File: src/rtl/ring_phase_monitor_pkg.sv
// ring_phase_monitor_pkg: shared ring width, phase code, state encodings and sample classes
package ring_phase_monitor_pkg;
    localparam int RING_W = 5;
    localparam logic [2:0] PHASE_NONE = 3'd7;
    localparam logic [1:0] ST_IDLE = 2'd0;
    localparam logic [1:0] ST_ACQUIRE = 2'd1;
    localparam logic [1:0] ST_LOCKED = 2'd2;
    localparam logic [1:0] ST_FAULT = 2'd3;
    typedef enum logic [1:0] {CLS_ZERO, CLS_ONEHOT, CLS_MULTI} ring_cls_t;
    function automatic logic [2:0] next_phase(input logic [2:0] p);
        return (p >= 3'(RING_W - 1)) ? 3'd0 : p + 3'd1;
    endfunction
endpackage

File: src/rtl/ring_onehot_encoder.sv
// ring_onehot_encoder: classifies ring taps as zero/one-hot/multi and encodes the set tap (out_a=0)
module ring_onehot_encoder
    import ring_phase_monitor_pkg::*;
(
    input  logic [RING_W-1:0] i_ring,
    output ring_cls_t         o_cls,
    output logic [2:0]        o_idx
);
    always_comb begin
        o_idx = PHASE_NONE;
        for (int b = 0; b < RING_W; b++)
            if (i_ring[b]) o_idx = 3'(RING_W - 1 - b);
        o_cls = (i_ring == '0) ? CLS_ZERO
              : ((i_ring & (i_ring - RING_W'(1))) == '0) ? CLS_ONEHOT : CLS_MULTI;
        if (o_cls != CLS_ONEHOT) o_idx = PHASE_NONE;
    end
endmodule

File: src/rtl/ring_phase_monitor.sv
// ring_phase_monitor: tracks ring-counter phase, locks onto clean rotation, counts revolutions, flags faults
module ring_phase_monitor
    import ring_phase_monitor_pkg::*;
#(
    parameter int REV_W = 8
) (
    input  logic              clk,
    input  logic              clear,
    input  logic [RING_W-1:0] ring_in,
    input  logic              err_clr,
    output logic [2:0]        phase,
    output logic              phase_valid,
    output logic              wrap_pulse,
    output logic [REV_W-1:0]  rev_count,
    output logic              err_multi,
    output logic              err_seq,
    output logic [1:0]        state
);
    ring_cls_t        w_cls;
    logic [2:0]       w_idx;
    logic             w_one;
    logic             w_multi;
    logic             w_adv;
    logic             w_wrap;
    logic             w_seq_err;
    logic [1:0]       w_state_n;
    logic [1:0]       r_state;
    logic [2:0]       r_phase;
    logic             r_valid;
    logic             r_wrap;
    logic [REV_W-1:0] r_rev;
    logic             r_err_multi;
    logic             r_err_seq;

    ring_onehot_encoder u_enc (
        .i_ring (ring_in),
        .o_cls  (w_cls),
        .o_idx  (w_idx)
    );

    assign w_one     = w_cls == CLS_ONEHOT;
    assign w_multi   = w_cls == CLS_MULTI;
    assign w_adv     = w_one && (w_idx == next_phase(r_phase));
    assign w_wrap    = (r_state == ST_LOCKED) && w_adv && (w_idx == 3'd0);
    assign w_seq_err = (r_state == ST_LOCKED) && !w_adv && !w_multi;

    // FAULT only leaves on err_clr; MULTI faults from every other state
    always_comb begin
        w_state_n = (r_state == ST_FAULT) ? (err_clr ? ST_IDLE : ST_FAULT)
                  : w_multi ? ST_FAULT
                  : (r_state == ST_LOCKED) ? (w_adv ? ST_LOCKED : ST_FAULT)
                  : !w_one ? ST_IDLE
                  : (r_state == ST_ACQUIRE && w_adv) ? ST_LOCKED : ST_ACQUIRE;
    end

    always_ff @(posedge clk or negedge clear) begin
        if (!clear) begin
            r_state     <= ST_IDLE;
            r_phase     <= PHASE_NONE;
            r_valid     <= 1'b0;
            r_wrap      <= 1'b0;
            r_rev       <= '0;
            r_err_multi <= 1'b0;
            r_err_seq   <= 1'b0;
        end else begin
            r_state     <= w_state_n;
            r_phase     <= w_idx;
            r_valid     <= w_one;
            r_wrap      <= w_wrap;
            r_rev       <= r_rev + REV_W'(w_wrap);
            r_err_multi <= w_multi | (r_err_multi & ~err_clr);
            r_err_seq   <= w_seq_err | (r_err_seq & ~err_clr);
        end
    end

    assign state       = r_state;
    assign phase       = r_phase;
    assign phase_valid = r_valid;
    assign wrap_pulse  = r_wrap;
    assign rev_count   = r_rev;
    assign err_multi   = r_err_multi;
    assign err_seq     = r_err_seq;
endmodule

File: config.mk
export PLATFORM = sky130hd
export DESIGN_NAME = ring_phase_monitor
export DESIGN_NICKNAME = d
export VERILOG_FILES = /design/src/rtl/ring_phase_monitor_pkg.sv /design/src/rtl/ring_onehot_encoder.sv /design/src/rtl/ring_phase_monitor.sv
export SDC_FILE = /design/constraint.sdc
export NUM_CORES = 1
export LEC_CHECK = 0
export BUFFER_PORTS_ARGS = -buffer_cell sky130_fd_sc_hd__clkbuf_2
export CAP_MARGIN = 20
export CORE_MARGIN = 2
export CORE_UTILIZATION = 54
export CTS_CLUSTER_DIAMETER = 80
export DETAILED_ROUTE_END_ITERATION = 8
export GPL_TIMING_DRIVEN = 0
export PLACE_DENSITY = 0.81
export SYNTH_ARGS = -nofsm -noshare
export SYNTH_HDL_FRONTEND = slang
export SYNTH_SLANG_ARGS = --single-unit
File: constraint.sdc
create_clock -name clk -period 5.99 [get_ports clk]
set_clock_uncertainty 0.15 [all_clocks]
set_input_delay 1.198 -clock clk [delete_from_list [all_inputs] [get_ports clk]]
set_output_delay 1.198 -clock clk [all_outputs]
set_load 0.03 [all_outputs]
==> metrics <==
Final TNS setup=0 ns; row cnt=15; DR iter-0 viols=12; Comb pwr share=around 23%; Final Hold Vio Count=0; Critical Path Max Stage Delay=~0.26 ns; # resized after CTS=0; Post-Syn Nets=96; Die Wd=between 40 and 50 um; status=completed; clock latency on the worst-skew pair=about 0.28 ns; initial antenna violation count=0; DR WL met3=65 um; element type at the critical path end=flip-flop; Num CTS Buffers=3; HP Start=rev_count[7]$_DFF_PN0_; vias per inst=approximately 5.5; Mean Syn Cell Area=about 11 sq um; Area growth syn-to-layout=16.7%; Slew @ Worst Pin=0.543 ns; DR WL/cell=about 13 um; commonest cells after routing, fill and taps aside=22 x clkbuf_2, 14 x dfrtp_1, 6 x inv_1, 5 x xnor2_1; Seq pwr share=53.1%; Layout Nets=around 120; min-delay worst type=reg -> reg; Cell Pwr Density=approximately 220 mW/mm^2; Routed WL=about 1600 um; antenna cell count=0; ys flop type=dfrtp_1; Clock Tree Root=clkbuf_4; Register Area=approximately 430 sq um; Max Freq=a little under 300 MHz; relative slew slack=63.4%; gp weighted congestion=~0.7; slowest CP cell=ha_1; Worst VDD drop=between 0.1 and 0.15 mV; Mapped Area=roughly 950 sq um; Setup CP Type=in -> reg; top sig layer=met3; Period Utilization, post-route=between 50% and 60%; hold endpoint=rev_count[7]$_DFF_PN0_; Post-Route M1 WL=706 um; cell family with the largest share of critical-path delay=simple AND/OR/NAND/NOR gates; startpoint types=input port; hold buffers post-CTS=0; Core ar.=approximately 0.0017 sq mm; Synth Instances=84; reg2reg setup slack=3.07 ns; number of synthesized flops with an enable pin=0; I/O Buffers=22; multi-input combinational cell area=~470 sq um; RR Endpoint=rev_count[7]$_DFF_PN0_; IO Pins=25; max-cap violations=0; Pint=0.000165 W; global-route wire length before repair=between 2000 and 3000 um; Post-route DRC=0; Yosys cell types=41; unrepaired setup endpoints after global routing=false; Detailed Place HPWL=approximately 1300 um; GRT Overall Usage=between 10% and 20%; switching power=roughly 0.000074 W; WP data arrival=~3.4 ns; CP cell instances=clkbuf_2, nor2_1, o211ai_4, xor2_1, nor4_1, a21o_1, and3_4, nor4b_4, ha_1, and4_1, nand2_1, xnor2_1; commonest non-fill, non-tap cell in the layout=clkbuf_2; Pins Over Slew Limit=0; remaining antenna violation count=0; clock buffer depth=2; layout cells sized above 1=between 30 and 40%; sequential fraction of the synthesis area=around 45%; drt pass-1 iters=4; largest net degree at the start of global routing=18; Starting Density=between 50 and 60%; CTS H-tree depth=1; postcts setup bufs=0; Data required, critical path=about 6 ns; GR Overflow Total=0; CP bufs+invs=1; Synth warnings=0; worst hold slack=around 0.33 ns; Critical R2R Launch=phase[0]$_DFF_PN1_; switching part of the total power=slightly above 30%; TritonCTS sink count=17; flops & latches, synth=17; CTS tree=done; R2R depth=12; FILL cells=about 130; post-placement setup slack=2.31 ns; vias in the first global route=about 660; worst hold path depth=1; Design Area, Final=approximately 0.0011 sq mm; die area=around 0.0021 sq mm; Die H=approximately 46 um; # setup viols final=0; clk slew on worst S/H paths=0.10 ns; Max Fanout on Critical Path=7; routed vias=around 700; Pleak=between 0.5 and 0.6 nW; dpl cell area=roughly 0.0011 sq mm; met2 wire len=roughly 820 um; Post-synth ARST share=100%; Final Worst Setup Slack=between 2 and 3 ns; clock share of power=24.2%; fin crit period=3.36 ns
[power by group through the flow]
stage / clock (W) / combinational [W] / sequential, W
final: 0.0000578 / 0.0000540 / 0.000127
after global routing: 0.0000662 / 0.0000590 / 0.000128
after CTS: 0.0000612 / 0.0000544 / 0.000127
after detailed placement: 0 / 0.0000542 / 0.000129
after global placement: 0 / 0.0000528 / 0.000129
after floorplan: 0 / 0.0000269 / 0.000140
[state kept, by name, indices dropped and copies added (netlist names)]
register	count
rev_count	8
phase	3
state	2
err_multi	1
err_seq	1
phase_valid	1
wrap_pulse	1
[Yosys cell counts, drive strengths merged, types with 2 or more instances]
cell type | instances | share of area (%)
dfrtp | 14 | 37
o21ai | 4 | 2.5
ha | 4 | 5.3
nand2 | 3 | 1.2
and3 | 2 | 1.8
nand2b | 3 | 2.0
dfstp | 3 | 8.3
nand4 | 2 | 1.3
buf | 3 | 2.5
inv | 6 | 2.4
a21o | 2 | 1.6
xor2 | 4 | 4.5
nand3 | 3 | 1.6
a21oi | 3 | 2.0
nor4 | 2 | 1.3
nor2 | 4 | 1.6
xnor2 | 6 | 6.3
[layer usage]
| layer | GRT usage [%] | up-vias |
|---|---|---|
| li1 | - | 351 |
| met1 | 19.8 | 328 |
| met2 | 30.3 | 19 |
| met3 | 2.38 | 0 |
| met4 | 5.71 | 0 |
| met5 | 0 | - |
[cell type report]
type                            count  area share (%)
Buffer                              3            2.14
Clock buffer                        3            2.03
Clock inverter                      1           0.451
Inverter                            6            2.03
Multi-Input combinational cell     58            42.8
Sequential cell                    17            38.7
Tap cell                           17            1.92
Timing Repair Buffer               22            9.93
[cell families after synthesis]
logic type,count (synthesis),synth area share (%)
xor gates and xnor gates,10,10.8
DFF,17,45.2
adders and majority gates,5,6.32
and+or+nand+nor,25,16.9
AOI/OAI and AO/OA,18,15.9
buffers and inverters,9,4.87
[worst max path at each step]
stage,startpoint,end,slack (ns),cells past startpoint
2_1_floorplan,ring_in[3],rev_count[7]$_DFF_PN0_,2.58,12
3_3_place_gp,ring_in[2],rev_count[7]$_DFF_PN0_,2.40,12
3_5_place_dp,ring_in[2],rev_count[7]$_DFF_PN0_,2.31,12
4_1_cts,ring_in[2],rev_count[7]$_DFF_PN0_,2.62,12
5_1_grt,ring_in[2],rev_count[7]$_DFF_PN0_,2.47,12
6_report,ring_in[2],rev_count[7]$_DFF_PN0_,2.63,12
[stage by stage]
step,utilization (%),std cells,total power (W)
floorplan,-,84,0.000167
global route,65.6,127,0.000254
detailed placement,64.0,123,0.000183
CTS,65.6,127,0.000243
finish,65.6,127,0.000239
global placement,64.0,123,0.000182
Note: power is estimated with default switching activity, not from simulation.
